## config.mk

```make
export PLATFORM = sky130hd
export DESIGN_NAME = cla_pipe_adder_flat
export DESIGN_NICKNAME = d
export VERILOG_FILES = /design/src/rtl/cla_pipe_adder_if.sv /design/src/rtl/cla_pipe_adder.sv /design/src/flat_wrapper.sv
export SDC_FILE = /design/constraint.sdc
export NUM_CORES = 1
export LEC_CHECK = 0
export ABC_AREA = 1
export BUFFER_PORTS_ARGS = -buffer_cell sky130_fd_sc_hd__buf_4
export CAP_MARGIN = 20
export CORE_MARGIN = 2
export CORE_UTILIZATION = 52
export CTS_CLUSTER_SIZE = 10
export DETAILED_ROUTE_END_ITERATION = 10
export PLACE_DENSITY = 0.89
export SLEW_MARGIN = 20
export SYNTH_ARGS = -nofsm -noshare
export SYNTH_HDL_FRONTEND = slang
export SYNTH_SLANG_ARGS = --single-unit
```

## constraint.sdc

```tcl
create_clock -name clk -period 2.9 [get_ports clk]
set_clock_uncertainty 0.05 [all_clocks]
set_input_delay 0.58 -clock clk [delete_from_list [all_inputs] [get_ports clk]]
set_output_delay 0.58 -clock clk [all_outputs]
set_load 0.05 [all_outputs]
```

## src/rtl/cla_pipe_adder_if.sv

```systemverilog
// Streaming operand/result bus for cla_pipe_adder.
// Operand side: in_valid/in_ready handshake carrying in_a, in_b, in_cin, in_sub.
// Result side:  out_valid/out_ready handshake carrying out_sum, out_cout, out_ovf.
// master: operand source and result consumer; slave: the adder.
interface cla_pipe_adder_if #(
  parameter int unsigned WIDTH = 8
) ();

  logic             in_valid;
  logic             in_ready;
  logic [WIDTH-1:0] in_a;
  logic [WIDTH-1:0] in_b;
  logic             in_cin;
  logic             in_sub;

  logic             out_valid;
  logic             out_ready;
  logic [WIDTH-1:0] out_sum;
  logic             out_cout;
  logic             out_ovf;

  modport master (
    output in_valid, in_a, in_b, in_cin, in_sub, out_ready,
    input  in_ready, out_valid, out_sum, out_cout, out_ovf
  );

  modport slave (
    input  in_valid, in_a, in_b, in_cin, in_sub, out_ready,
    output in_ready, out_valid, out_sum, out_cout, out_ovf
  );

endinterface

```

## src/rtl/cla_pipe_adder.sv

```systemverilog
// Pipelined carry-lookahead adder/subtractor.
// Operands are split into GROUP-bit lookahead groups; stage k resolves bits
// [k*GROUP +: GROUP] and registers the group carry for stage k+1.
// Latency is NSTG = WIDTH/GROUP cycles, throughput one op per cycle.
// Ports:
//   clk  - clock, all state on rising edge
//   rst  - synchronous reset, active-high
//   bus  - slave side of cla_pipe_adder_if (operand and result handshakes)
// WIDTH must be a non-zero multiple of GROUP.
module cla_pipe_adder #(
  parameter int unsigned WIDTH = 8,
  parameter int unsigned GROUP = 4
) (
  input  logic            clk,
  input  logic            rst,
  cla_pipe_adder_if.slave bus
);

  localparam int unsigned NSTG = WIDTH / GROUP;

  // Flattened lookahead: every carry is a sum of products of g/p and c0,
  // so no carry depends on a lower carry output.
  function automatic logic [GROUP:0] lookahead(input logic [GROUP-1:0] g,
                                               input logic [GROUP-1:0] p,
                                               input logic             c0);
    logic [GROUP:0] c;
    logic           term;
    c    = '0;
    c[0] = c0;
    for (int i = 0; i < int'(GROUP); i++) begin
      term = c0;
      for (int j = 0; j <= i; j++) term = term & p[j];
      c[i+1] = term;
      for (int j = 0; j <= i; j++) begin
        term = g[j];
        for (int m = j + 1; m <= i; m++) term = term & p[m];
        c[i+1] = c[i+1] | term;
      end
    end
    return c;
  endfunction

  // Pipeline registers after stage k. Skew operands are kept shifted so the
  // next unresolved group always sits in the low GROUP bits.
  logic             r_v   [NSTG];
  logic             r_c   [NSTG];
  logic [WIDTH-1:0] r_a   [NSTG];
  logic [WIDTH-1:0] r_b   [NSTG];
  logic [WIDTH-1:0] r_s   [NSTG];
  logic             r_ovf;

  // Stage inputs and next-state values.
  logic             w_vi  [NSTG];
  logic             w_ci  [NSTG];
  logic [WIDTH-1:0] w_ai  [NSTG];
  logic [WIDTH-1:0] w_bi  [NSTG];
  logic [WIDTH-1:0] w_si  [NSTG];
  logic             w_cn  [NSTG];
  logic [WIDTH-1:0] w_an  [NSTG];
  logic [WIDTH-1:0] w_bn  [NSTG];
  logic [WIDTH-1:0] w_sn  [NSTG];
  logic             w_ovf_n;
  logic             w_adv;

  // Whole pipeline shifts whenever the output slot is free or being taken.
  assign w_adv        = !r_v[NSTG-1] || bus.out_ready;
  assign bus.in_ready = w_adv && !rst;

  assign bus.out_valid = r_v[NSTG-1];
  assign bus.out_sum   = r_s[NSTG-1];
  assign bus.out_cout  = r_c[NSTG-1];
  assign bus.out_ovf   = r_ovf;

  // Stage input selection: stage 0 from the bus (B inverted for subtract),
  // later stages from the previous stage registers.
  always_comb begin
    w_vi[0] = bus.in_valid;
    w_ci[0] = bus.in_sub | bus.in_cin;
    w_ai[0] = bus.in_a;
    w_bi[0] = bus.in_sub ? ~bus.in_b : bus.in_b;
    w_si[0] = '0;
    for (int k = 1; k < int'(NSTG); k++) begin
      w_vi[k] = r_v[k-1];
      w_ci[k] = r_c[k-1];
      w_ai[k] = r_a[k-1];
      w_bi[k] = r_b[k-1];
      w_si[k] = r_s[k-1];
    end
  end

  // Per-stage group resolution.
  always_comb begin
    logic [GROUP-1:0] w_g;
    logic [GROUP-1:0] w_p;
    logic [GROUP:0]   w_cy;
    w_g     = '0;
    w_p     = '0;
    w_cy    = '0;
    w_ovf_n = 1'b0;
    for (int k = 0; k < int'(NSTG); k++) begin
      w_g     = w_ai[k][GROUP-1:0] & w_bi[k][GROUP-1:0];
      w_p     = w_ai[k][GROUP-1:0] ^ w_bi[k][GROUP-1:0];
      w_cy    = lookahead(w_g, w_p, w_ci[k]);
      w_sn[k] = w_si[k] | (WIDTH'(w_p ^ w_cy[GROUP-1:0]) << (k * GROUP));
      w_an[k] = w_ai[k] >> GROUP;
      w_bn[k] = w_bi[k] >> GROUP;
      w_cn[k] = w_cy[GROUP];
      // Overflow: carry into MSB xor carry out of MSB, last group only.
      if (k == int'(NSTG) - 1) w_ovf_n = w_cy[GROUP] ^ w_cy[GROUP-1];
    end
  end

  // Pipeline registers; everything holds while the output is stalled.
  always_ff @(posedge clk) begin
    if (rst) begin
      for (int k = 0; k < int'(NSTG); k++) begin
        r_v[k] <= 1'b0;
        r_c[k] <= 1'b0;
        r_a[k] <= '0;
        r_b[k] <= '0;
        r_s[k] <= '0;
      end
      r_ovf <= 1'b0;
    end else if (w_adv) begin
      for (int k = 0; k < int'(NSTG); k++) begin
        r_v[k] <= w_vi[k];
        r_c[k] <= w_cn[k];
        r_a[k] <= w_an[k];
        r_b[k] <= w_bn[k];
        r_s[k] <= w_sn[k];
      end
      r_ovf <= w_ovf_n;
    end
  end

endmodule

```

## src/flat_wrapper.sv

```systemverilog
// flat-port wrapper written by rule: the top's interface ports become plain ports
module cla_pipe_adder_flat 
#(
  parameter int unsigned WIDTH = 8,
  parameter int unsigned GROUP = 4
)
  (clk, rst, bus_in_valid, bus_in_a, bus_in_b, bus_in_cin, bus_in_sub, bus_out_ready, bus_in_ready, bus_out_valid, bus_out_sum, bus_out_cout, bus_out_ovf);
  cla_pipe_adder_if #(.WIDTH(WIDTH)) bus_i ();
  input  logic clk;
  input  logic rst;
  input wire logic [$bits(bus_i.in_valid)-1:0] bus_in_valid;
  input wire logic [$bits(bus_i.in_a)-1:0] bus_in_a;
  input wire logic [$bits(bus_i.in_b)-1:0] bus_in_b;
  input wire logic [$bits(bus_i.in_cin)-1:0] bus_in_cin;
  input wire logic [$bits(bus_i.in_sub)-1:0] bus_in_sub;
  input wire logic [$bits(bus_i.out_ready)-1:0] bus_out_ready;
  output wire logic [$bits(bus_i.in_ready)-1:0] bus_in_ready;
  output wire logic [$bits(bus_i.out_valid)-1:0] bus_out_valid;
  output wire logic [$bits(bus_i.out_sum)-1:0] bus_out_sum;
  output wire logic [$bits(bus_i.out_cout)-1:0] bus_out_cout;
  output wire logic [$bits(bus_i.out_ovf)-1:0] bus_out_ovf;
  assign bus_i.in_valid = bus_in_valid;
  assign bus_i.in_a = bus_in_a;
  assign bus_i.in_b = bus_in_b;
  assign bus_i.in_cin = bus_in_cin;
  assign bus_i.in_sub = bus_in_sub;
  assign bus_i.out_ready = bus_out_ready;
  assign bus_in_ready = bus_i.in_ready;
  assign bus_out_valid = bus_i.out_valid;
  assign bus_out_sum = bus_i.out_sum;
  assign bus_out_cout = bus_i.out_cout;
  assign bus_out_ovf = bus_i.out_ovf;
  cla_pipe_adder #(.WIDTH(WIDTH), .GROUP(GROUP)) u_core (.clk(clk), .rst(rst), .bus(bus_i));
endmodule
```

== After elaboration in Yosys (flattened, before gate mapping) ==
Memory sizes are Yosys's and may differ from the RTL's.
Cells that the tools add are included.

* Register bits after elaboration: 1
* Bits in writable memories: 36
* Input bits: 22
* Output and inout bits: 12
* Word-level logic and storage cells: 86
* Memories: 5

{| class="wikitable"
|+ Memories
! memory !! depth !! width !! rd ports !! clocked after memory_dff !! write ports !! RTL line !! source
|-
| u_core.r_s || 2 || 8 || 2 || 0 || 2 || cla_pipe_adder.sv:49 || <nowiki>logic [WIDTH-1:0] r_s [NSTG];</nowiki>
|-
| u_core.r_a || 2 || 4 || 1 || 0 || 2 || cla_pipe_adder.sv:47 || <nowiki>logic [WIDTH-1:0] r_a [NSTG];</nowiki>
|-
| u_core.r_b || 2 || 4 || 1 || 0 || 2 || cla_pipe_adder.sv:48 || <nowiki>logic [WIDTH-1:0] r_b [NSTG];</nowiki>
|-
| u_core.r_c || 2 || 1 || 2 || 0 || 2 || cla_pipe_adder.sv:46 || <nowiki>logic r_c [NSTG];</nowiki>
|-
| u_core.r_v || 2 || 1 || 2 || 0 || 2 || cla_pipe_adder.sv:45 || <nowiki>logic r_v [NSTG];</nowiki>
|}

* Multiplexer cells: 16
* Bitwise gates (word level): 60
* Reductions and logical operators: 4

{| class="wikitable"
|+ Operators with widths
! kind !! count
|-
| 1-bit OR || 31
|-
| 8-bit 2-to-1 mux || 3
|-
| 1-bit bitwise AND || 20
|-
| 4-bit 2-to-1 mux || 4
|-
| 4-bit XOR || 4
|-
| 1-bit 2-to-1 mux || 9
|-
| 4-bit bitwise AND || 2
|-
| 8-bit inverter || 1
|-
| 8-bit OR || 1
|-
| 1-bit zero test || 2
|-
| 1-bit logical AND || 1
|-
| 1-bit logical OR || 1
|-
| 1-bit XOR || 1
|}

== Longest topological paths before layout ==
* Word-level depth: 12
* Depth in mapped cells: 11
* Gate-level depth less buffers: 10

== Least setup slack after synthesis ==
Ideal clock, no wire load.

* Kind: input to register
* Start: in bus_in_sub
* End: mem u_core.r_s[0][3] (data pin)
* Library setup time: 0.255 ns
* Arrival time: 1.937 ns
* Required time: 2.595 ns
* Slack: 0.657 ns
* Stages on the path: 11
* Buffers on the path: 1
* Cells stage by stage: buf_2 > xnor2_1 > inv_1 > ha_1 > ha_1 > nand2_1 > nand3b_1 > nand2_1 > nand2_1 > o21ai_0 > nor2_1

{| class="wikitable"
|+ RTL lines
! item !! RTL line !! source
|-
| from (decl) || flat_wrapper.sv:15 || <nowiki>input wire logic [$bits(bus_i.in_sub)-1:0] bus_in_sub;</nowiki>
|-
| to (decl) || cla_pipe_adder.sv:49 ||
|}

==> results_dict.tcl <==
set metrics [dict create \
    die-height_um 56.05 \
    ys_seq_area_share_pct 52.58 \
    grt_max_degree 25 \
    period_minus_slack_ns 2.087 \
    clk_transition_reported_paths_ns 0.13 \
    cts_tree "done" \
    cts_max_path_buffers 2 \
    layout-drive-gt1-share_pct 26.22 \
    h-tree-depth 1 \
    wl_per_cell_um 11.57 \
    grt_pass1_wl_mm 3.870 \
    synthCells 136 \
    cp-end-kind "output pin" \
    final_cells 194 \
    syn_area_um2 1409 \
    gp_congestion 0.7616 \
    first_pass_iters 4 \
    area_growth_syn_to_layout_pct 17.85 \
    setup_violations 0 \
    final_cell_mix "buf_4, nor2_1, edfxtp_1, inv_1, nand2_1" \
    antenna_found_initial 0 \
    first_global_vias 935 \
    core_um2 2522 \
    numCtsBuffers 3 \
    fp-row-count 18 \
    powerDensity_nw_per_um2 517.0 \
    period_share_pct 71.98 \
    routed_via_density 4.840 \
    cp_max_fo 23 \
    drt_iter0_markers 14 \
    finalMaxSlewViolations 0 \
    die_area_um2 3142 \
    nets 199 \
    num_antenna_cells 0 \
    hold_class "register to register" \
    slew-limit-headroom_pct 80.38 \
    dpl.cell_count 190 \
    dp_hpwl_mm 1.755 \
    cts-root-buf "clkbuf_4" \
    ys_ff_latch 25 \
    fp.dieW_um 56.05 \
    worstSetupPathType "register to output pin" \
    globalRouteOverflowTotal 0 \
    cp.required_ns 2.27 \
    clkLatencyLatePin_ns 0.31 \
    cts_sinks 25 \
    cts-hold-fix-buffers 0 \
    place.port_buffers 33 \
    rsz0062_at_grt "no" \
    wirelength_mm 2.245 \
    placed_area_um2 1634 \
    start_util_pct 55.85 \
    cts_resized 0 \
    post_cts_buffers 0 \
    detail-route-antenna-nets 0 \
    pin_count 34 \
    post-place-ws_ns 0.5326 \
    grt_usage_pct 15.87 \
    drc_errors 0 \
    synth_cell_type_count 20 \
    ir_drop_mv 0.3310 \
    final_area_um2 1660 \
    syn_area_per_cell_um2 10.36 \
    p_leak_nw 0.8201 \
    post-route-worst-setup-slack_ns 0.8126 \
    hold_viol 0 \
    yosysWarningCount 0 \
    arrival_ns 1.46 \
    status "finished clean" \
    cap_violations 0 \
    final_common_cell "buf_4" \
    fmax_mhz 479.1 \
    setup_tns_ns 0 \
    setup.worst_path.start_class "register" \
    r2r_setup_slack_ns 1.13 \
    syn-num-nets 170 \
    worst_pin_slew_ns 0.2944 \
    via_count 939 \
]
==> cell families (layout without fill, tap and decap cells) <==
family	count (synthesis)	count (layout)	share of synthesized area (%)
flops	25	25	52.58
xor+xnor	10	10	6.216
fa+ha+maj	12	12	11.72
simple gates	51	51	15.99
buf+inv	32	60	10.92
compound gates	6	6	2.575
==> path summary, 6_finish.rpt <==
check                           depth (start not counted)            endpoint          startpoint
worst max-delay path                                    5        bus_in_ready    u_core.r_v[0][1]
worst min-delay path                                    2  u_core.bus.out_ovf  u_core.bus.out_ovf
worst max register to register                          8   u_core.r_s[0][15]    u_core.r_b[0][0]
worst min register to register                          2  u_core.bus.out_ovf  u_core.bus.out_ovf
==> layout make-up <==
| class | count | area [um2] |
|---|---|---|
| fill | 207 | 862.1 |
| timing repair buffer | 35 | 262.8 |
| clock buffer | 4 | 26.28 |
| multi-input combinational | 79 | 514.2 |
| tap | 30 | 37.54 |
| sequential | 25 | 740.7 |
| inverter | 21 | 78.83 |
==> sequential cells by signal, summed over array words and instances, names as in the netlist <==
name,flops
u_core.r_c,2
u_core.r_s,12
u_core.r_b,4
u_core.r_a,4
u_core.r_v,2
u_core.bus.out_ovf,1
==> power breakdown <==
part | total (mW) | switching (mW) | leakage (nW) | internal (mW)
Combinational | 0.249 | 0.156 | 0.518 | 0.0931
Sequential | 0.457 | 0.0141 | 0.287 | 0.443
Clock | 0.153 | 0.0991 | 0.0150 | 0.0538
==> per-stage QoR <==
step / util [%] / total power, mW / hold slack (ns)
2_1_floorplan: - / 0.6568 / 0.4692
3_3_place_gp: 64.78 / 0.7029 / 0.4108
3_5_place_dp: 64.78 / 0.7163 / 0.4632
4_1_cts: 65.82 / 0.8641 / 0.4823
5_1_grt: 65.82 / 0.9039 / 0.4855
6_report: 65.82 / 0.8584 / 0.4707
==> critical path: stages, from the launching register on <==
cell      delay [ns]
edfxtp_1        0.41
nand2_1         0.10
nand2_1         0.05
buf_4           0.20
inv_1           0.16
buf_4           0.22
==> synth_stat cells <==
cell type / instances / area, um2
a21boi_2: 1 / 11.26
a21oi_1: 2 / 10.01
buf_2: 3 / 15.01
buf_4: 8 / 60.06
dfxtp_1: 1 / 20.02
edfxtp_1: 24 / 720.7
fa_1: 2 / 40.04
ha_1: 10 / 125.1
inv_1: 21 / 78.83
nand2_1: 14 / 52.55
nand2_2: 2 / 12.51
nand3_1: 3 / 15.01
nand3b_1: 1 / 7.510
nand3b_2: 1 / 11.26
nand4_1: 3 / 18.77
nor2_1: 26 / 97.59
nor3_2: 1 / 10.01
o21ai_0: 3 / 15.01
xnor2_1: 6 / 52.55
xor2_1: 4 / 35.03
==> metal layers <==
| layer | GRT usage (%) | part of all wire [%] | wire length [um] |
|---|---|---|---|
| met4 | 10.20 | 3.2 | 71 |
| met5 | 0 | 0 | 0 |
| met1 | 16.67 | 38 | 851 |
| met2 | 27.73 | 53 | 1192 |
| met3 | 4.186 | 5.7 | 129 |
Power figures use the tool's default switching activity.
